$ cat config.mk
export PLATFORM = sky130hd
export DESIGN_NAME = btn_conditioner
export DESIGN_NICKNAME = d
export VERILOG_FILES = /design/src/rtl/btn_pkg.sv /design/src/rtl/btn_channel.sv /design/src/rtl/btn_conditioner.sv
export SDC_FILE = /design/constraint.sdc
export NUM_CORES = 1
export LEC_CHECK = 0
export CORE_ASPECT_RATIO = 1.5
export CORE_MARGIN = 10
export CORE_UTILIZATION = 33
export CTS_CLUSTER_SIZE = 8
export DETAILED_ROUTE_END_ITERATION = 10
export GPL_TIMING_DRIVEN = 1
export PLACE_DENSITY_LB_ADDON = 0.08
export SLEW_MARGIN = 5
export SYNTH_ARGS = -nofsm -noshare
export SYNTH_HDL_FRONTEND = slang
export SYNTH_SLANG_ARGS = --single-unit
$ cat constraint.sdc
create_clock -name clk -period 2.5 [get_ports clk]
set_input_delay 0.25 -clock clk [delete_from_list [all_inputs] [get_ports clk]]
set_output_delay 0.25 -clock clk [all_outputs]
set_load 0.01 [all_outputs]
$ cat src/rtl/btn_pkg.sv
// Shared definitions for the button conditioner: channel FSM state type,
// default parameter values and a constant helper for counter sizing.
package btn_pkg;

  typedef enum logic [1:0] {
    RELEASED     = 2'd0,
    PRESS_WAIT   = 2'd1,
    HELD         = 2'd2,
    RELEASE_WAIT = 2'd3
  } btn_state_e;

  localparam int unsigned DEF_N_BTN           = 3;
  localparam int unsigned DEF_DEBOUNCE_CYCLES = 1000000;
  localparam int unsigned DEF_REPEAT_DELAY    = 50000000;
  localparam int unsigned DEF_REPEAT_PERIOD   = 10000000;

  function automatic int unsigned max3(input int unsigned a, input int unsigned b,
                                       input int unsigned c);
    int unsigned m;
    m = (a > b) ? a : b;
    return (m > c) ? m : c;
  endfunction

endpackage

$ cat src/rtl/btn_channel.sv
// One debounced button channel: 2-flop synchronizer, debounce FSM and
// optional auto-repeat (enabled with macro BTN_REPEAT_EN).
module btn_channel
  import btn_pkg::*;
#(
  parameter int unsigned DEBOUNCE_CYCLES = DEF_DEBOUNCE_CYCLES,
  parameter int unsigned REPEAT_DELAY    = DEF_REPEAT_DELAY,
  parameter int unsigned REPEAT_PERIOD   = DEF_REPEAT_PERIOD
) (
  input  logic clk,
  input  logic rst,
  input  logic btn_in_i,
  output logic level_o,
  output logic press_o,
  output logic release_o
);

  localparam int unsigned CNT_W = $clog2(max3(DEBOUNCE_CYCLES, REPEAT_DELAY, REPEAT_PERIOD)) + 1;
  localparam logic [CNT_W-1:0] CNT_MAX = '1;
  localparam logic [CNT_W-1:0] DB_LIM  = CNT_W'(DEBOUNCE_CYCLES);

  logic             sync1_q, sync2_q;
  btn_state_e       state_q, state_d;
  logic [CNT_W-1:0] cnt_q, cnt_d, cnt_inc;
  logic             press_q, press_d, release_q, release_d;
  logic             accept_press, rep_pulse;

  // Stage 0: metastability synchronizer on the raw level
  always_ff @(posedge clk) begin
    if (rst) begin
      sync1_q <= 1'b0;
      sync2_q <= 1'b0;
    end else begin
      sync1_q <= btn_in_i;
      sync2_q <= sync1_q;
    end
  end

  // Stage 1: debounce FSM; a WAIT state bounces back on any cycle of the old level
  always_comb begin
    state_d      = state_q;
    cnt_d        = cnt_q;
    accept_press = 1'b0;
    release_d    = 1'b0;
    cnt_inc      = (cnt_q == CNT_MAX) ? cnt_q : cnt_q + 1'b1;
    case (state_q)
      RELEASED: if (sync2_q) begin
        state_d = PRESS_WAIT;
        cnt_d   = '0;
      end
      PRESS_WAIT: begin
        if (!sync2_q) begin
          state_d = RELEASED;
          cnt_d   = '0;
        end else if (cnt_inc >= DB_LIM) begin
          state_d      = HELD;
          cnt_d        = '0;
          accept_press = 1'b1;
        end else begin
          cnt_d = cnt_inc;
        end
      end
      HELD: if (!sync2_q) begin
        state_d = RELEASE_WAIT;
        cnt_d   = '0;
      end
      RELEASE_WAIT: begin
        if (sync2_q) begin
          state_d = HELD;
          cnt_d   = '0;
        end else if (cnt_inc >= DB_LIM) begin
          state_d   = RELEASED;
          cnt_d     = '0;
          release_d = 1'b1;
        end else begin
          cnt_d = cnt_inc;
        end
      end
      default: begin
        state_d = RELEASED;
        cnt_d   = '0;
      end
    endcase
  end

`ifdef BTN_REPEAT_EN
  localparam logic [CNT_W-1:0] DLY_LIM = CNT_W'(REPEAT_DELAY);
  localparam logic [CNT_W-1:0] PER_LIM = CNT_W'(REPEAT_PERIOD);

  logic [CNT_W-1:0] rep_cnt_q, rep_cnt_d, rep_inc;
  logic             rep_first_q, rep_first_d;

  // Repeat timer keeps running through RELEASE_WAIT and is suppressed on the release edge
  always_comb begin
    rep_cnt_d   = rep_cnt_q;
    rep_first_d = rep_first_q;
    rep_pulse   = 1'b0;
    rep_inc     = (rep_cnt_q == CNT_MAX) ? rep_cnt_q : rep_cnt_q + 1'b1;
    if (accept_press) begin
      rep_cnt_d   = '0;
      rep_first_d = 1'b1;
    end else if (state_d == HELD || state_d == RELEASE_WAIT) begin
      if (rep_inc >= (rep_first_q ? DLY_LIM : PER_LIM)) begin
        rep_pulse   = 1'b1;
        rep_cnt_d   = '0;
        rep_first_d = 1'b0;
      end else begin
        rep_cnt_d = rep_inc;
      end
    end
  end

  always_ff @(posedge clk) begin
    if (rst) begin
      rep_cnt_q   <= '0;
      rep_first_q <= 1'b1;
    end else begin
      rep_cnt_q   <= rep_cnt_d;
      rep_first_q <= rep_first_d;
    end
  end
`else
  assign rep_pulse = 1'b0;
`endif

  assign press_d = accept_press | rep_pulse;

  // Stage 2: registered state and event pulses
  always_ff @(posedge clk) begin
    if (rst) begin
      state_q   <= RELEASED;
      cnt_q     <= '0;
      press_q   <= 1'b0;
      release_q <= 1'b0;
    end else begin
      state_q   <= state_d;
      cnt_q     <= cnt_d;
      press_q   <= press_d;
      release_q <= release_d;
    end
  end

  assign level_o   = (state_q == HELD) || (state_q == RELEASE_WAIT);
  assign press_o   = press_q;
  assign release_o = release_q;

endmodule

$ cat src/rtl/btn_conditioner.sv
// N_BTN independent debounced button channels; auto-repeat is built only
// when macro BTN_REPEAT_EN is defined.
module btn_conditioner
  import btn_pkg::*;
#(
  parameter int unsigned N_BTN           = DEF_N_BTN,
  parameter int unsigned DEBOUNCE_CYCLES = DEF_DEBOUNCE_CYCLES,
  parameter int unsigned REPEAT_DELAY    = DEF_REPEAT_DELAY,
  parameter int unsigned REPEAT_PERIOD   = DEF_REPEAT_PERIOD
) (
  input  logic             clk,
  input  logic             rst,
  input  logic [N_BTN-1:0] btn_in,
  output logic [N_BTN-1:0] btn_level,
  output logic [N_BTN-1:0] btn_press,
  output logic [N_BTN-1:0] btn_release
);

  for (genvar i = 0; i < N_BTN; i++) begin : g_ch
    btn_channel #(
      .DEBOUNCE_CYCLES(DEBOUNCE_CYCLES),
      .REPEAT_DELAY   (REPEAT_DELAY),
      .REPEAT_PERIOD  (REPEAT_PERIOD)
    ) u_ch (
      .clk      (clk),
      .rst      (rst),
      .btn_in_i (btn_in[i]),
      .level_o  (btn_level[i]),
      .press_o  (btn_press[i]),
      .release_o(btn_release[i])
    );
  end

endmodule

# [After elaboration in Yosys (flattened, before gate mapping)]
# Cells that the tools add are included.
[totals] out_inout_bits=9 inputBits=5 register_bits=99 word_cells=120
[classes] n_eq_ne=24 n_lt_le_gt_ge=3 n_mux=45 n_reduce_logical=18 n_addsub=3 bitwise_logic=9
[ops] cell="two-way mux 27 bit" count=18
[ops] cell="case mux 27 bit (4 select lines)" count=3
[ops] cell="adder 27 x 1 -> 27 bit (second input constant)" count=3
[ops] cell="equality test 27 bit (second input constant)" count=3
[ops] cell=">= comparator 27 x 20 -> 1 bit (second input constant)" count=3
[ops] cell="two-way mux 2 bit" count=18
[ops] cell="case mux 2 bit (4 select lines)" count=3
[ops] cell="OR reduction 3 bit" count=6
[ops] cell="equality test 2 bit (second input constant)" count=6
[ops] cell="AND reduction 4 bit" count=3
[ops] cell="inequality test 3 x 1 -> 1 bit (second input constant)" count=3
[ops] cell="inequality test 3 bit (second input constant)" count=3
[ops] cell="inverter 1 bit" count=9
[ops] cell="equality test 2 x 1 -> 1 bit (second input constant)" count=3
[ops] cell="logical NOT 2 bit" count=3
[ops] cell="inequality test 2 x 1 -> 1 bit (second input constant)" count=3
[ops] cell="inequality test 2 bit (second input constant)" count=3
[ops] cell="AND reduction 2 bit" count=3
[ops] cell="logical OR 1 bit" count=3
[ops] cell="two-way mux 1 bit" count=3

# [Depth between registers and ports, before layout]
# Gate-level depths: netlist (run 1).
[depth] word_depth=6 ltp_mapped=12 depth_no_buf=9

# [Hierarchy]
# Synthesis (run 1) repeated with hierarchy kept, for this count alone.
[unflattened] hier_cells=792 hier_area_um2=6261.0
[by_module_without_submodules] mod="btn_channel at g_ch[0].u_ch ..." seq_area_each_um2=660.6 area_per_inst_um2=2104.5 cells_each=269 instances=2
[by_module_without_submodules] mod="btn_channel at g_ch[2].u_ch" seq_area_each_um2=660.6 area_per_inst_um2=2052.0 cells_each=254 instances=1

# [Worst setup path after synthesis (run 1)]
# No wires, ideal clock.
[synth_timing] path_type="reg-to-reg" start="register g_ch[2].u_ch.cnt_q[0]" end="register g_ch[2].u_ch.cnt_q[16]" required_ns=2.381 setup_slack_ns=-0.277 path_stages_with_launch=13 setup_ns=0.119 arrival_ns=2.658 path_buffers=3 period_less_slack_ns=2.777 path_cell_list="dfxtp_1 ha_1 and3_1 buf_2 and2_1 buf_6 a311oi_4 and3b_1 o2111ai_2 o31a_1 buf_2 a311oi_2 nor2_1"
[synth_between] elab_chain_cells=6 elab_cells_between_ends=8 cone_classes="1 x add/sub; 1 x order compare; 1 x eq/ne; 5 x mux"
[synth_lines] element="start, declared" line_no="btn_channel.sv:24" rtl="logic [CNT_W-1:0] cnt_q, cnt_d, cnt_inc;"
[synth_lines] element="start signal, assigned" line_no="btn_channel.sv:137" rtl="cnt_q <= cnt_d;"
[synth_lines] element="adder 27 x 1 -> 27 bit or equality test 27 bit (tied branches)" line_no="btn_channel.sv:45" rtl="cnt_inc = (cnt_q == CNT_MAX) ? cnt_q : cnt_q + 1'b1;"
[synth_lines] element="two-way mux 27 bit (*)" line_no="btn_channel.sv:45"
[synth_lines] element=">= comparator 27 x 20 -> 1 bit" line_no="btn_channel.sv:55, btn_channel.sv:71"
[synth_lines] element="two-way mux 27 bit (*)" line_no="btn_channel.sv:55, btn_channel.sv:71"
[synth_lines] element="two-way mux 27 bit, on equally long branches" line_no="btn_channel.sv:68, btn_channel.sv:52"
[synth_lines] element="case mux 27 bit (4 select lines) (*)" line_no="btn_channel.sv:46" rtl="case (state_q)"
# Every way passes the cells marked *; elsewhere a longest branch is shown, timed or not.
# A chain may end at the register's enable or synchronous reset.

# [Final worst setup path (run 1)]
[layout_timing] start="register g_ch[2].u_ch.cnt_q[1]" end="register g_ch[2].u_ch.cnt_q[16]"
# The elaborated chain is that of the path after synthesis.

==> results of run 1 <==
-- routing by layer --
layer / up-vias / track usage (%) / part of all wire [%]
li1: 3217 / - / -
met3: 41 / 2.72 / 3.1
met1: 3311 / 19.0 / 40
met5: - / 0 / 0
met4: 0 / 7.41 / 3.2
met2: 137 / 30.0 / 54
-- stage by stage --
step	cells	util [%]	TNS, ns
finish	1174	53.1	-5.40
global route	1174	53.1	-11.89
CTS	1139	47.3	-2.02
detailed placement	1094	42.1	-13.71
global placement	1094	42.1	-11.02
floorplan	747	-	-1.81
-- cell usage after synthesis, drive strengths merged, types with 8 or more instances --
library cell   n
inv           15
xor2          11
nor3          21
and4          19
o2111ai       12
xnor2         15
nand2         86
a21oi         26
o21ai         27
nor2          48
clkbuf        22
or3            9
nand4         33
nor4          16
a31oi         27
buf           33
nand3         38
dfxtp         99
a311oi         8
and3          22
and2          35
nor2b          9
-- sequential cells by signal, summed over array words and instances (netlist names), named ones only --
register / count
g_ch.u_ch.press_o: 3
g_ch.u_ch.state_q: 3
g_ch.u_ch.release_o: 3
g_ch.u_ch.cnt_q: 81
g_ch.u_ch.sync2_q: 3
g_ch.u_ch.sync1_q: 3
-- power groups by stage --
stage               clock network, mW  registers [mW]  logic (mW)
floorplan                           0            1.62      0.0537
global placement                    0            1.63      0.0946
detailed placement                  0            1.63      0.0956
CTS                              1.58            1.59       0.100
global route                     1.64            1.58       0.120
finish                           1.53            1.58       0.110
-- critical path: cells and delay by family (launching register included) --
kind,cells,cell delay (ns)
buf+inv,2,0.29
simple gates,3,0.33
flops,1,0.37
xor+xnor,1,0.22
compound gates,4,1.22
fa+ha+maj,1,0.13
-- kinds of logic (layout without fill, tap and decap cells) --
group	after synthesis	count (layout)	share of synthesized area, %
buffers and inverters	70	280	5.68
xor gates and xnor gates	26	26	3.74
and+or+nand+nor	370	370	35.1
muxes	8	8	1.36
adders and majority gates	3	3	0.617
DFF	99	99	32.6
AOI/OAI and AO/OA	171	171	21.0
-- final timing paths --
path	slack [ns]	start	endpoint
worst max-delay path	-0.19	g_ch[2].u_ch.cnt_q[1]$_SDFFE_PP0P_	g_ch[2].u_ch.cnt_q[16]$_SDFFE_PP0P_
worst max register to register	-0.19	g_ch[2].u_ch.cnt_q[1]$_SDFFE_PP0P_	g_ch[2].u_ch.cnt_q[16]$_SDFFE_PP0P_
worst min register to register	0.44	g_ch[0].u_ch.sync1_q$_SDFF_PP0_	g_ch[0].u_ch.sync2_q$_SDFF_PP0_
worst min-delay path	0.44	g_ch[0].u_ch.sync1_q$_SDFF_PP0_	g_ch[0].u_ch.sync2_q$_SDFF_PP0_
-- cell type report --
cell class / count / area share [%]
flip-flops and latches: 99 / 21.4
well taps: 217 / 2.84
repair buffers: 249 / 22.6
inverters: 15 / 0.588
multi-input cells: 578 / 49.2
clock inverters: 6 / 0.915
clock buffers: 10 / 2.39
-- repair_timing --
item,CTS,global route
setup buffers,27,32
hold buffers,0,0
endpoints found under the setup margin,73,73
pin swaps,40,89
cloned,2,6
gates resized for setup,104,168
==> impl_metrics.env, run 1 <==
export IMPL_ys_warnings_count=0
export IMPL_grt_max_degree=26
export IMPL_async_flop_share_pct=0
export IMPL_hpwl_microns=14300
export IMPL_antenna_cells=0
export IMPL_synth_avg_cell_area_sq_um=8.14
export IMPL_global_route_overflow_total=0
export IMPL_final_cell_mix="191 x buf_4, 75 x nand2_1, 59 x dfxtp_1"
export IMPL_cts_sinks=99
export IMPL_finalWirelength_microns=21700
export IMPL_min_period_over_period_pct=108
export IMPL_worst_slack_ns=-0.194
export IMPL_clock_latency_ns=0.35
export IMPL_multiInputGateArea_sq_mm=0.00471
export IMPL_cp_slowest_cell="a2111o_1"
export IMPL_routed_via_density=5.71
export IMPL_ys_seq_area_share_pct=32.6
export IMPL_cts_buffer_depth=2
export IMPL_detail_route_wl_per_cell_microns=18.5
export IMPL_synth_cells=747
export IMPL_r2r_worst_path_cells=11
export IMPL_rsz0062_at_grt="true"
export IMPL_htreeDepth=3
export IMPL_fillers=1679
export IMPL_portBuffers=13
export IMPL_netSwitchingPower_uw=727
export IMPL_placed_area_sq_mm=0.00759
export IMPL_p_per_area_mw_per_mm2=336
export IMPL_power_frac_clock_pct=47.4
export IMPL_setup_violations=53
export IMPL_worst_path_largest_cell_delay_ns=0.42
export IMPL_max_vdd_ir_drop_uv=292
export IMPL_die_area_sq_mm=0.0244
export IMPL_cp_start_kind="register"
export IMPL_critical_path_cell_chain="ha_4, and3_4, buf_4, nand2_4, a2111o_1, xnor2_2, o2111ai_4, o31a_1, buf_6, a311oi_2, nor2_1"
export IMPL_hold_path_cell_count=1
export IMPL_p_int_mw=2.49
export IMPL_finalMaxSlewViolations=0
export IMPL_synth_top_area_share_pct=32.6
export IMPL_die_x_microns=131
export IMPL_final_cell_area_sq_mm=0.00957
export IMPL_p_leak_nw=3.74
export IMPL_ys_types=79
export IMPL_combPwrFrac_pct=3.4
export IMPL_synth_nets=755
export IMPL_cts_tree="yes"
export IMPL_areaGrowthSynthToFinish_pct=57.4
export IMPL_cts_root_buffer="clkbuf_16"
export IMPL_nets=960
export IMPL_fin_skew_ns=0.00551
export IMPL_synth_flop_cell="dfxtp_1"
export IMPL_path_max_fanout=8
export IMPL_gp_congestion=0.900
export IMPL_outcome="complete, but fails checks"
export IMPL_finalCriticalPeriod_ns=2.69
export IMPL_crit_path_end_kind="register"
export IMPL_rows=60
export IMPL_grt_pass1_wl_microns=33000
export IMPL_p_total_mw=3.22
export IMPL_antenna_violating_nets_post_route=0
export IMPL_drt_iter0_drc=366
export IMPL_synth_area_sq_mm=0.00608
export IMPL_synth_edf_count=0
export IMPL_grt_pass1_vias=6563
export IMPL_globalRouteTotalUtil_pct=16.8
export IMPL_clock_fmax_mhz=371
export IMPL_drc=0
export IMPL_violations="setup timing"
export IMPL_antenna_found_initial=0
export IMPL_seq_power_share_pct=49.2
export IMPL_first_pass_iters=5
export IMPL_maxCapViolations=0
export IMPL_cts_reportedPaths_clkPinSlew_ns=0.07
export IMPL_design_core_area_sq_mm=0.0180
export IMPL_io_pins=14
export IMPL_maxSlewHeadroom_pct=42.6
export IMPL_initial_core_util_pct=33.8
export IMPL_die_h_microns=186
export IMPL_via_count=6706
export IMPL_worstMarginPinSlew_ns=0.858
export IMPL_switching_share_pct=22.6
export IMPL_worst_hold_path_type="register to register"
export IMPL_numCtsBuffers=9
export IMPL_netlist_top_cells_area="dfxtp_1 33%, nand2_1 5.2%, and2_1 3.6%, nand3_1 3.1%, nand4_1 3.1%"
export IMPL_regArea_sq_mm=0.00205
export IMPL_worst_ep_required_time_ns=2.74
export IMPL_synth_seq_cells=99
export IMPL_dp_slack_ns=-0.458
export IMPL_layout_commonest_cell="buf_4"
export IMPL_yosysTopAreaCell="dfxtp_1"
export IMPL_critPathArrivalTime_ns=2.93
export IMPL_drive_gt1_share_pct=48.0
export IMPL_final_hold_viol_count=0
export IMPL_fin_hold_ws_ns=0.442
export IMPL_crit_type="register to register"
No activity file was read; power rests on OpenSTA's default activity.
==> run 2: changes to the inputs <==
- CAP_MARGIN: default -> 20
- SYNTH_HIERARCHICAL: default -> 1
==> impl_metrics.env, run 2 <==
export IMPL_die_h_microns=189
export IMPL_via_count=6891
export IMPL_dp_cells=1195
export IMPL_cts_sinks=99
export IMPL_antenna_found_initial=0
export IMPL_cts_hold_buffers=0
export IMPL_ys_top_cells_by_count="110 x nand2_1, 99 x dfxtp_1, 60 x nor2_1"
export IMPL_finalCriticalPeriod_ns=2.75
export IMPL_rsz0062_at_grt="true"
export IMPL_maxCapViolations=0
export IMPL_worstMarginPinSlew_ns=0.574
export IMPL_antenna_cells=0
export IMPL_netlist_top_cells_area="dfxtp_1 32%, nand2_1 6.6%, nand3_1 4.6%, and2_1 4.1%, a31oi_1 3.7%"
export IMPL_cp_slowest_cell="or4_4"
export IMPL_synthMuxAreaShare_pct=2.00
export IMPL_cts_buffer_depth=2
export IMPL_clock_fmax_mhz=364
export IMPL_cts_reportedPaths_clkPinSlew_ns=0.07
export IMPL_crit_path_end_kind="register"
export IMPL_routed_via_density=5.49
export IMPL_critical_path_top_delay_family="compound AO/OA/AOI/OAI gates"
export IMPL_nets=1006
export IMPL_synth_top_area_share_pct=31.7
export IMPL_path_max_fanout=7
export IMPL_async_flop_share_pct=0
export IMPL_violations="setup timing"
export IMPL_fin_skew_ns=0.00878
export IMPL_cp_start_kind="register"
export IMPL_worst_hold_path_type="input pin to register"
export IMPL_drt_iter0_drc=304
export IMPL_drive_gt1_share_pct=40.9
export IMPL_worst_path_largest_cell_delay_ns=0.62
export IMPL_setup_violations=69
export IMPL_final_cell_mix="187 x buf_4, 105 x nand2_1, 75 x dfxtp_1"
export IMPL_p_total_mw=3.12
export IMPL_gp_congestion=0.924
export IMPL_fin_cells=1255
export IMPL_synth_fa_ha_area_share_pct=0.600
export IMPL_first_pass_iters=5
export IMPL_final_hold_viol_count=0
export IMPL_clock_latency_ns=0.36
export IMPL_ys_seq_area_share_pct=31.7
export IMPL_worst_slack_ns=-0.251
export IMPL_synth_flop_cell="dfxtp_1"
export IMPL_globalRouteTotalUtil_pct=16.9
export IMPL_io_pins=14
export IMPL_drc=0
export IMPL_cp_num_cells=12
export IMPL_areaGrowthSynthToFinish_pct=53.7
export IMPL_largest_reg_flops=81
export IMPL_detail_route_wl_per_cell_microns=17.2
export IMPL_design_core_area_sq_mm=0.0186
export IMPL_htreeDepth=3
export IMPL_yosysTopAreaCell="dfxtp_1"
export IMPL_ys_types=69
export IMPL_cts_root_buffer="clkbuf_16"
export IMPL_finalWirelength_microns=21600
export IMPL_worst_ep_required_time_ns=2.73
export IMPL_grt_max_degree=29
export IMPL_maxSlewHeadroom_pct=61.7
export IMPL_antenna_violating_nets_post_route=0
export IMPL_grt_pass1_wl_microns=35100
export IMPL_yosys_area_share_simple_pct=38.1
export IMPL_die_area_sq_mm=0.0250
export IMPL_synth_top_family_by_area="simple AND/OR/NAND/NOR gates"
export IMPL_synth_cells=792
export IMPL_synth_edf_count=0
export IMPL_outcome="complete, but fails checks"
export IMPL_hpwl_microns=15200
export IMPL_r2r_worst_path_cells=12
export IMPL_portBuffers=13
export IMPL_synth_nets=800
export IMPL_global_route_overflow_total=0
export IMPL_ys_warnings_count=6
export IMPL_p_leak_nw=3.57
export IMPL_p_per_area_mw_per_mm2=324
export IMPL_synth_avg_cell_area_sq_um=7.91
export IMPL_critPathArrivalTime_ns=2.98
export IMPL_layout_commonest_cell="buf_4"
export IMPL_synth_area_sq_mm=0.00626
export IMPL_grt_pass1_vias=7060
export IMPL_critical_path_cell_chain="buf_6, nand4_1, or4_4, a311oi_4, xnor2_2, a211oi_2, o211ai_2, buf_6, buf_4, buf_6, a31oi_4, a31oi_1"
export IMPL_synth_xor_area_share_pct=3.36
export IMPL_rows=61
export IMPL_crit_type="register to register"
export IMPL_hold_path_cell_count=2
export IMPL_numCtsBuffers=9
export IMPL_cts_tree="yes"
export IMPL_synth_most_common_cell="nand2_1"
export IMPL_top_register="g_ch.u_ch/cnt_q"
export IMPL_crit_buf_inv=4
export IMPL_initial_core_util_pct=33.6
export IMPL_max_vdd_ir_drop_uv=288
export IMPL_crit_top_cell="buf_6"
export IMPL_die_x_microns=132
export IMPL_synth_compound_area_share_pct=18.5
export IMPL_finalMaxSlewViolations=0
export IMPL_min_period_over_period_pct=110
export IMPL_synth_seq_cells=99
==> run 2: kinds of logic (layout without fill, tap and decap cells) <==
logic type	count (synthesis)	count (layout)
XOR/XNOR	24	24
AND/OR/NAND/NOR	432	432
multiplexers	12	12
flip-flops	99	99
AO/OA/AOI/OAI	153	153
adder cells (fa/ha/maj)	3	3
buffers and inverters	69	280
==> run 2: per-stage QoR <==
step	setup slack, ns	hold slack (ns)	utilization (%)	setup TNS, ns	area [sq um]
floorplan	-0.0587	0.378	-	-0.159	6520
global placement	-0.219	0.418	43.7	-9.36	8130
detailed placement	-0.290	0.427	43.7	-12.35	8130
CTS	-0.184	0.418	48.2	-8.62	8970
global route	-0.376	0.452	51.7	-17.33	9620
finish	-0.251	0.437	51.7	-9.74	9620
==> run 2: final timing paths <==
path	start	end	slack [ns]
worst max register to register	g_ch[0].u_ch/cnt_q[1]$_SDFFE_PP0P_	g_ch[0].u_ch/cnt_q[6]$_SDFFE_PP0P_	-0.25
worst min register to register	g_ch[2].u_ch/sync1_q$_SDFF_PP0_	g_ch[2].u_ch/sync2_q$_SDFF_PP0_	0.44
worst max-delay path	g_ch[0].u_ch/cnt_q[1]$_SDFFE_PP0P_	g_ch[0].u_ch/cnt_q[6]$_SDFFE_PP0P_	-0.25
worst min-delay path	btn_in[2]	g_ch[2].u_ch/sync1_q$_SDFF_PP0_	0.44
==> run 2: layout make-up <==
cell class,instances,area [sq um]
Fill cell,1827,9000
Multi-Input combinational cell,624,4790
Timing Repair Buffer,246,2130
Sequential cell,99,2030
Tap cell,252,315
Clock buffer,10,250
Inverter,18,67.6
Clock inverter,6,45.0
==> run 2: power breakdown <==
group / switching [mW] / internal, mW
clock: 0.676 / 0.744
combinational: 0.0738 / 0.0411
sequential: 0.00574 / 1.58
==> run 2: repair_timing <==
| action | in CTS | in global routing |
|---|---|---|
| gates resized for setup | 82 | 95 |
| pin swaps | 39 | 70 |
| setup buffers | 14 | 22 |
| cloned | 7 | 3 |
| setup endpoints to repair | 72 | 72 |
==> run 2: layer usage <==
| metal | up-vias | share of wire, % | global-route usage (%) |
|---|---|---|---|
| li1 | 3352 | - | - |
| met1 | 3342 | 39 | 17.0 |
| met2 | 137 | 54 | 32.5 |
| met3 | 60 | 2.9 | 2.61 |
| met4 | 0 | 4.6 | 8.66 |
| met5 | - | 0 | 0 |
==> run 3: changes to the inputs <==
==> constraint.sdc (replaced) <==
create_clock -name clk -period 2.5 [get_ports clk]
set_input_delay 0.625 -clock clk [delete_from_list [all_inputs] [get_ports clk]]
set_output_delay 0.625 -clock clk [all_outputs]
set_load 0.01 [all_outputs]
==> impl_metrics.env, run 3 (synthesis gave the netlist of run 2 again) <==
export IMPL_detail_route_wl_per_cell_microns=16.9
export IMPL_postLayoutCoreUtil_pct=51.1
export IMPL_first_pass_iters=5
export IMPL_wl_met2_microns=11400
export IMPL_worstSetupStartpoint="g_ch[2].u_ch/cnt_q[1]$_SDFFE_PP0P_"
export IMPL_hold_path_cell_count=1
export IMPL_worst_hold_path_type="register to register"
export IMPL_drc=0
export IMPL_design_core_area_sq_mm=0.0186
export IMPL_hpwl_microns=14900
export IMPL_nets=1009
export IMPL_p_per_area_mw_per_mm2=325
export IMPL_fin_skew_ns=0.00745
export IMPL_drt_iter0_drc=398
export IMPL_clock_latency_ns=0.36
export IMPL_worstMarginPinSlew_ns=0.616
export IMPL_outcome="complete, but fails checks"
export IMPL_cts_sinks=99
export IMPL_grt_max_degree=29
export IMPL_antenna_violating_nets_post_route=0
export IMPL_die_x_microns=132
export IMPL_drive_gt1_share_pct=40.3
export IMPL_globalRouteTotalUtil_pct=16.3
export IMPL_p_leak_nw=3.65
export IMPL_final_cell_mix="207 x buf_4, 106 x nand2_1, 66 x dfxtp_1"
export IMPL_r2r_setup_slack_ns=-0.24
export IMPL_crit_type="register to register"
export IMPL_routed_top_layer="met4"
export IMPL_grt_pass1_vias=6906
export IMPL_layout_commonest_cell="buf_4"
export IMPL_critical_path_cell_chain="ha_4, nand3_4, or4_4, or4_4, o311a_1, a211oi_2, o21ai_2, buf_4, buf_8, a31oi_4, mux2i_1"
export IMPL_antenna_cells=0
export IMPL_finalCriticalPeriod_ns=2.74
export IMPL_finalWirelength_microns=21200
export IMPL_die_h_microns=189
export IMPL_critPathArrivalTime_ns=2.99
export IMPL_crit_buf_inv=2
export IMPL_global_route_overflow_total=0
export IMPL_max_vdd_ir_drop_uv=400
export IMPL_htreeDepth=3
export IMPL_rows=61
export IMPL_largest_reg_flops=81
export IMPL_p_total_mw=3.10
export IMPL_min_period_over_period_pct=110
export IMPL_portBuffers=13
export IMPL_cts_buffer_depth=2
export IMPL_holdPathEnd="g_ch[2].u_ch/sync2_q$_SDFF_PP0_"
export IMPL_dp_slack_ns=-0.224
export IMPL_via_count=6843
export IMPL_reg2reg_from="g_ch[2].u_ch/cnt_q[1]$_SDFFE_PP0P_"
export IMPL_fin_hold_ws_ns=0.441
export IMPL_worst_slack_ns=-0.242
export IMPL_wl_met1_microns=8500
export IMPL_crit_top_cell="or4_4"
export IMPL_antenna_found_initial=0
export IMPL_gp_congestion=0.888
export IMPL_cp_start_kind="register"
export IMPL_worst_ep_required_time_ns=2.75
export IMPL_grt_pass1_wl_microns=33600
export IMPL_r2r_worst_path_cells=11
export IMPL_met3WireLength_microns=546
export IMPL_critical_path_top_delay_family="simple AND/OR/NAND/NOR gates"
export IMPL_setup_violations=62
export IMPL_rsz0062_at_grt="true"
export IMPL_top_register="g_ch.u_ch/cnt_q"
export IMPL_cts_root_buffer="clkbuf_16"
export IMPL_final_hold_viol_count=0
export IMPL_cp_slowest_cell="or4_4"
export IMPL_areaGrowthSynthToFinish_pct=52.0
export IMPL_numCtsBuffers=9
export IMPL_crit_path_end_kind="register"
export IMPL_violations="setup timing"
export IMPL_maxSlewHeadroom_pct=58.8
export IMPL_maxCapViolations=0
export IMPL_rr_endpoint="g_ch[2].u_ch/cnt_q[18]$_SDFFE_PP0P_"
export IMPL_min_from="g_ch[2].u_ch/sync1_q$_SDFF_PP0_"
export IMPL_worst_path_largest_cell_delay_ns=0.52
export IMPL_routed_via_density=5.45
export IMPL_finalMaxSlewViolations=0
export IMPL_path_max_fanout=9
export IMPL_fillers=1834
export IMPL_initial_core_util_pct=33.6
export IMPL_cts_reportedPaths_clkPinSlew_ns=0.07
export IMPL_finalSetupTns_ns=-6.09
export IMPL_die_area_sq_mm=0.0250
export IMPL_io_pins=14
export IMPL_cts_hold_buffers=0
export IMPL_clock_fmax_mhz=365
export IMPL_cts_tree="yes"
## run 3: cell count changes in the layout (fill, tap and decap cells not counted), moves of 7 or more
| cell | before | now |
|---|---|---|
| buf_4 | 187 | 207 |
| dfxtp_1 | 75 | 66 |
| nand3_1 | 44 | 51 |
| buf_6 | 31 | 17 |
| o2111ai_1 | 1 | 9 |
| dfxtp_2 | 18 | 27 |
| o2111ai_2 | 13 | 5 |
| nand3_2 | 12 | 4 |
## run 3: worst max-delay path by stage
stage,endpoint,cells after the start
4_1_cts,g_ch[2].u_ch/release_o$_SDFF_PP0_,10
3_5_place_dp,register,11
6_report,g_ch[2].u_ch/cnt_q[18]$_SDFFE_PP0P_,11
3_3_place_gp,g_ch[2].u_ch/cnt_q[15]$_SDFFE_PP0P_,13
5_1_grt,g_ch[2].u_ch/cnt_q[18]$_SDFFE_PP0P_,11
2_1_floorplan,g_ch[2].u_ch/cnt_q[1]$_SDFFE_PP0P_,8
## run 3: per-stage QoR
step	cell area, sq um	cells
2_1_floorplan	6520	792
3_3_place_gp	8170	1200
6_report	9520	1255
4_1_cts	9090	1245
3_5_place_dp	8170	1200
5_1_grt	9520	1255
## run 3: worst reg2reg max path: stages, from the launching register on
cell and delay (ns):
dfxtp_4 0.37, ha_4 0.15, nand3_4 0.08, or4_4 0.44, or4_4 0.52, o311a_1 0.16
a211oi_2 0.22, o21ai_2 0.15, buf_4 0.17, buf_8 0.14, a31oi_4 0.15, mux2i_1 0.08
## run 3: layout make-up
class / count / area [sq um] / area share, %
flip-flops and latches: 99 / 2040 / 21.4
multi-input cells: 624 / 4710 / 49.5
inverters: 18 / 67.6 / 0.710
well taps: 252 / 315 / 3.31
repair buffers: 249 / 2110 / 22.1
clock inverters: 2 / 38.8 / 0.407
clock buffers: 11 / 243 / 2.55
## run 3: report_power, final
| group | switching (mW) | leakage [nW] | total (mW) | internal, mW |
|---|---|---|---|---|
| clock network | 0.611 | 0.138 | 1.40 | 0.789 |
| logic | 0.0726 | 2.70 | 0.114 | 0.0411 |
| registers | 0.00544 | 0.817 | 1.58 | 1.58 |
## run 3: timing repair
| item | in CTS | in global routing |
|---|---|---|
| resized for setup | 86 | 60 |
| setup endpoints to repair | 72 | 72 |
| gates cloned | 4 | 1 |
| pin swaps | 52 | 36 |
| buffers inserted | 28 | 12 |
## run 3: per-layer routing
layer / track usage, % / vias up
met3: 2.37 / 44
met1: 17.6 / 3341
li1: - / 3353
met4: 8.49 / 0
met2: 29.9 / 105
met5: 0 / -
==> RTL edit 1, RTL diff (settings of run 2) <==
The package constant `DEF_N_BTN` goes from 3 to 5.
--- a/src/rtl/btn_pkg.sv
+++ b/src/rtl/btn_pkg.sv
@@ -11,3 +11,3 @@
 
-  localparam int unsigned DEF_N_BTN           = 3;
+  localparam int unsigned DEF_N_BTN           = 5;
   localparam int unsigned DEF_DEBOUNCE_CYCLES = 1000000;
Ports: changed (resized btn_in, btn_level, btn_press and btn_release); port bits go from 14 to 22. No check against the original RTL was run, so the function may have changed too.
==> RTL edit 1 against run 2 <==
The run still ends with negative setup slack left. Cell area grew 74%. Sequential share of layout area shrank 0.93 points. Count of clock-buffer cells in the layout is 8 higher. Routed wire length increased by 74%. Total power up 75%. Worst setup slack improved by 0.0057 ns. Synthesized area increased by 68%. Synthesized cell count grew 70%. Sequential cell count grew 66. Die area is 58% higher.
==> RTL edit 1: results (changes against run 2) <==
Number of flip-flops under the largest register name: 135 (+67%)
Type of the tightest min-delay check: primary input to flop
Number of non-clock buffers: 465 (+89%)
Global Route Usage Sum: 18.1% (+1.2 points)
Outcome: finished, violations left
PnR worst setup slack: -0.245 ns (+0.00569 ns)
Hold path start: rst
Ranking of synthesized cells by area: dfxtp_1 31%, nand2_1 7.5%, and2_1 4.8%
Number of DRC violations after detailed-routing iteration 0: 479 (+58%)
CTS H-tree lvls: 4 (+1)
Placed Cells incl. Taps: 2036 (+70%)
Final-layout clock buffer total: 18 (+8)
Worst reg-to-reg path cell count: 11 (-1)
Global-route wire length before repair: 59800 um (+71%)
Fraction of area in non-clock buffers: 24.1% (+2.0 points)
Register containing the most flip-flops in the final layout: g_ch.u_ch/cnt_q
Most instantiated cells after synthesis: 210 x nand2_1, 165 x dfxtp_1, 105 x nor2_1, 90 x nand3_1, 80 x and2_1
Number of inverters outside the clock class in the layout: 30 (+12)
Count of fill cells added during filler insertion: 3020 (+65%)
Final HPWL from detailed placement: 26700 um (+76%)
Non-filler cells in the finished layout: 2160 (+72%)
Worst slack at placement: -0.305 ns (-0.0159 ns)
Share of final layout cell area taken by clock buffers and inverters: 3.41% (+0.34 points)
Worst slew margin relative to its limit: 58.6% (-3.2 points)
Sequential-to-total area share from yosys stat: 31.4% (-0.26 points)
Unique cell type count in the Yosys netlist: 53 (-23%)
Maximum clock skew at final layout: 0.0115 ns (+0.00275 ns)
Share of final-layout standard cells stronger than drive strength 1: 43.8% (+3.0 points)
Maximum fanout encountered on the critical timing path: 6 (-1)
Placer congestion estimate: 0.913 (-1.2%)
Total length of routed wires: 37500 um (+74%)
Pin count of the biggest net entering global routing: 19 (-34%)
Share of the final layout cell area in sequential cells: 20.1% (-0.93 points)
Final #Nets: 1751 (+74%)
Capture point of the worst reg-to-reg path: g_ch[0].u_ch/cnt_q[10]
Port-buffer cells: 21 (+8)
Number of buffers inserted during clock tree synthesis: 17 (+8)
Sequential cell count: 165 (+67%)
Data arrival at the endpoint of the critical path: 3.12 ns (+0.14 ns)
Total of endpoints with negative setup slack in the final report: 117 (+70%)
Hold-critical path endpoint: g_ch[2].u_ch/sync2_q
Detailed-route via count: 11700 (+70%)
Net count of the mapped netlist: 1357 (+70%)
Launch point of the worst reg-to-reg path: g_ch[0].u_ch/cnt_q[0]
Multi-input comb cells: 1060 (+70%)
Setup TNS: -13.77 ns (-4.03 ns)
Clock latency at the later pin of the worst-skew pair: 0.45 ns (+0.09 ns)
Maximum vdd ir drop: 467 uV (+62%)
Violated checks: negative setup slack
Multi-input combinational cell area: 8150 um^2 (+70%)
Clock tree buffer depth: 2 (unchanged)
Gate Count Post-Synth: 1345 (+70%)
RTL edit 1: changes by cell type in the layout (fill, tap and decap cells not counted), sizes merged, moves of 16 or more:
cell	change
nand2	+103
nor3	+16
buf	+209
nor2	+45
dfxtp	+66
o2111ai	+21
a21oi	+29
and2	+38
a31oi	+23
nand3	+31
RTL edit 1: report_power, final:
group          leakage, nW  switching (mW)  internal, mW
logic                 4.80           0.119        0.0475
registers             1.35         0.00794          2.63
clock network        0.274            1.15          1.49
total                 6.43            1.28          4.16
RTL edit 1: worst max-delay path by stage:
stage               slack, ns                    from                      to
global route            -0.36   g_ch[0].u_ch/cnt_q[1]  g_ch[0].u_ch/cnt_q[18]
detailed placement      -0.31   g_ch[0].u_ch/cnt_q[1]  g_ch[0].u_ch/cnt_q[13]
CTS                     -0.30   g_ch[0].u_ch/cnt_q[1]  g_ch[0].u_ch/cnt_q[18]
finish                  -0.25   g_ch[0].u_ch/cnt_q[0]  g_ch[0].u_ch/cnt_q[10]
floorplan              -0.002  g_ch[0].u_ch/cnt_q[13]  g_ch[0].u_ch/cnt_q[12]
global placement        -0.32   g_ch[2].u_ch/cnt_q[1]  g_ch[2].u_ch/cnt_q[18]
RTL edit 1: worst max-delay path, stage by stage, from the launching register on:
cell and delay, ns:
dfxtp_4 0.37, buf_6 0.09, nand4_1 0.13, or4_4 0.51, a311oi_4 0.36, xnor2_2 0.18
o2111ai_2 0.18, o211ai_4 0.32, buf_6 0.19, buf_16 0.13, nand3b_1 0.09, a21oi_2 0.12
RTL edit 1: what timing repair did:
item / CTS / global route
cloned: 7 / 7
resized for setup: 166 / 138
buffers inserted: 54 / 39
pin swaps: 123 / 161
setup endpoints to repair: 120 / 120
RTL edit 1: stage by stage:
| step | cell area, um^2 | total power, mW | hold WS [ns] |
|---|---|---|---|
| 3_5_place_dp | 14000 | 2.86 | 0.431 |
| 6_report | 16800 | 5.44 | 0.304 |
| 3_3_place_gp | 13900 | 2.86 | 0.424 |
| 4_1_cts | 15800 | 5.55 | 0.293 |
| 2_1_floorplan | 11000 | 2.78 | 0.378 |
| 5_1_grt | 16800 | 5.65 | 0.290 |
RTL edit 1: logic make-up after synthesis:
group,share of synthesized area (%)
AO/OA/AOI/OAI,19.9
XOR/XNOR,2.91
adder cells (fa/ha/maj),0.595
buffers and inverters,6.12
flip-flops,31.4
multiplexers,1.55
AND/OR/NAND/NOR,37.6
RTL edit 1: routing by layer:
layer | vias to the layer above | track usage (%) | routed length (um)
li1 | 5753 | - | -
met3 | 120 | 2.78 | 1010
met1 | 5598 | 18.4 | 14000
met2 | 255 | 34.5 | 20500
met5 | - | 0 | 0
met4 | 0 | 9.96 | 1960
==> RTL edit 2, RTL diff (settings of run 2) <==
Made on the original files. Register the input `btn_in` before use. The logic sees it one clock later.
--- a/src/rtl/btn_conditioner.sv
+++ b/src/rtl/btn_conditioner.sv
@@ -18,2 +18,8 @@
 
+  logic [N_BTN-1:0] btn_q;
+
+  always_ff @(posedge clk) begin
+      btn_q <= btn_in;
+  end
+
   for (genvar i = 0; i < N_BTN; i++) begin : g_ch
@@ -26,3 +32,3 @@
       .rst      (rst),
-      .btn_in_i (btn_in[i]),
+      .btn_in_i (btn_q[i]),
       .level_o  (btn_level[i]),
Behaviour: same outputs for any inputs over 10 cycles, from zero or initial values and one cycle with rst high; that may be too few to reach the edited logic, so the function may still have changed.
==> RTL edit 2 against run 2 <==
The flow still finishes with violations (negative setup slack). Cell area increased by 3.0%. Largest cell class unchanged. Worst setup slack got worse by 0.011 ns. Sequential share of layout area increased by 0.086 points. Fmax decreased by 0.38%. Synthesized area increased by 0.96%. Die area increased by 0.84%. Clock power increased by 12%. Total power increased by 6.9%. Routed wire length increased by 1.2%. Clock skew about the same. Sequential cell count increased by 3.
==> RTL edit 2: results (changes against run 2) <==
Outcome: finished, violations left
Violated checks: negative setup slack
Metal1 wirelength: 8980 um (+7.3%)
Global-route wire length before repair: 35300 um (+0.79%)
Worst hold stages: 1 (-1)
Sequential cell count: 102 (+3.0%)
Util after Layout: 53.0% (+1.3 points)
Met2 wire length: 11700 um (+0.89%)
Routed wire per std cell: 17.0 um (-1.2%)
Maximum vdd ir drop: 280 uV (-2.6%)
Number of detailed-routing iterations run before antenna repair: 4 (-1)
Placer congestion estimate: 0.917 (-0.73%)
Global Route Usage Sum: 16.9% (about the same)
Met3 wire len: 500 um (-20%)
Met3 track demand over resource: 2.54% (-0.065 points)
Total of endpoints with negative setup slack in the final report: 72 (+4.3%)
Width of the chip: 133 um (+0.41%)
Vias per cell: 5.40 (-1.6%)
Ranking of synthesized cells by area: dfxtp_1 32%, nand2_1 6.5%, nand3_1 4.6%
Share of final-layout standard cells stronger than drive strength 1: 42.0% (+1.1 points)
Launch point of the worst reg-to-reg path: g_ch[0].u_ch/cnt_q[5]
Final HPWL from detailed placement: 15300 um (+0.52%)
Share of final layout cell area taken by clock buffers and inverters: 3.37% (+0.30 points)
Final #Nets: 1037 (+3.1%)
Worst reg-to-reg path cell count: 10 (-2)
Worst slack at placement: -0.345 ns (-0.0557 ns)
Pin count of the biggest net entering global routing: 23 (-21%)
Sequential-to-total area share from yosys stat: 32.3% (+0.65 points)
Leak Pwr: 3.74 nW (+4.8%)
Maximum clock skew at final layout: 0.00925 ns (+0.000470 ns)
Placed Cells incl. Taps: 1216 (+1.8%)
Proportion of synthesized area in mux cells: 1.98% (-0.019 points)
Hold path start: btn_in[1]
Setup TNS: -10.65 ns (-0.912 ns)
Worst hold margin: 0.334 ns (-0.103 ns)
Hold-critical path endpoint: btn_q[1]
Slew at the pin closest to its max-slew limit: 0.618 ns (+0.0444 ns)
Fraction of area in non-clock buffers: 23.8% (+1.6 points)
Count of fill cells added during filler insertion: 1771 (-3.1%)
Data arrival at the endpoint of the critical path: 3.04 ns (+0.06 ns)
Net count of the mapped netlist: 803 (+0.38%)
Adder-cell area share of the yosys netlist: 0.594% (-0.0057 points)
Post-synthesis xor/xnor area fraction: 3.33% (-0.032 points)
Register area: 2100 um^2 (+3.4%)
Syn Area/Cell: 7.95 um^2 (+0.58%)
Multi-input comb cells: 625 (+0.16%)
PnR worst setup slack: -0.261 ns (-0.0105 ns)
## RTL edit 2: repair_timing
| action | CTS | global route |
|---|---|---|
| gates cloned | 8 | 1 |
| hold buffers | 0 | 0 |
| buffers inserted | 33 | 20 |
| pin swaps | 56 | 55 |
| endpoints found under the setup margin | 72 | 72 |
| gates resized for setup | 99 | 73 |
## RTL edit 2: critical path, stage by stage, from the launching register on
cell,delay [ns]
dfxtp_4,0.36
nand4_4,0.13
or4_4,0.60
buf_6,0.15
a2111oi_4,0.33
o2111a_1,0.29
o22ai_4,0.10
nor3_4,0.28
buf_6,0.20
a31oi_1,0.10
a31oi_1,0.14
## RTL edit 2: power groups by stage
stage,Clock [mW],Combinational (mW),Sequential [mW]
after floorplan,0,0.0588,1.67
after detailed placement,0,0.0996,1.68
after CTS,1.65,0.104,1.63
final,1.59,0.106,1.63
after global placement,0,0.0987,1.68
after global routing,1.70,0.116,1.63
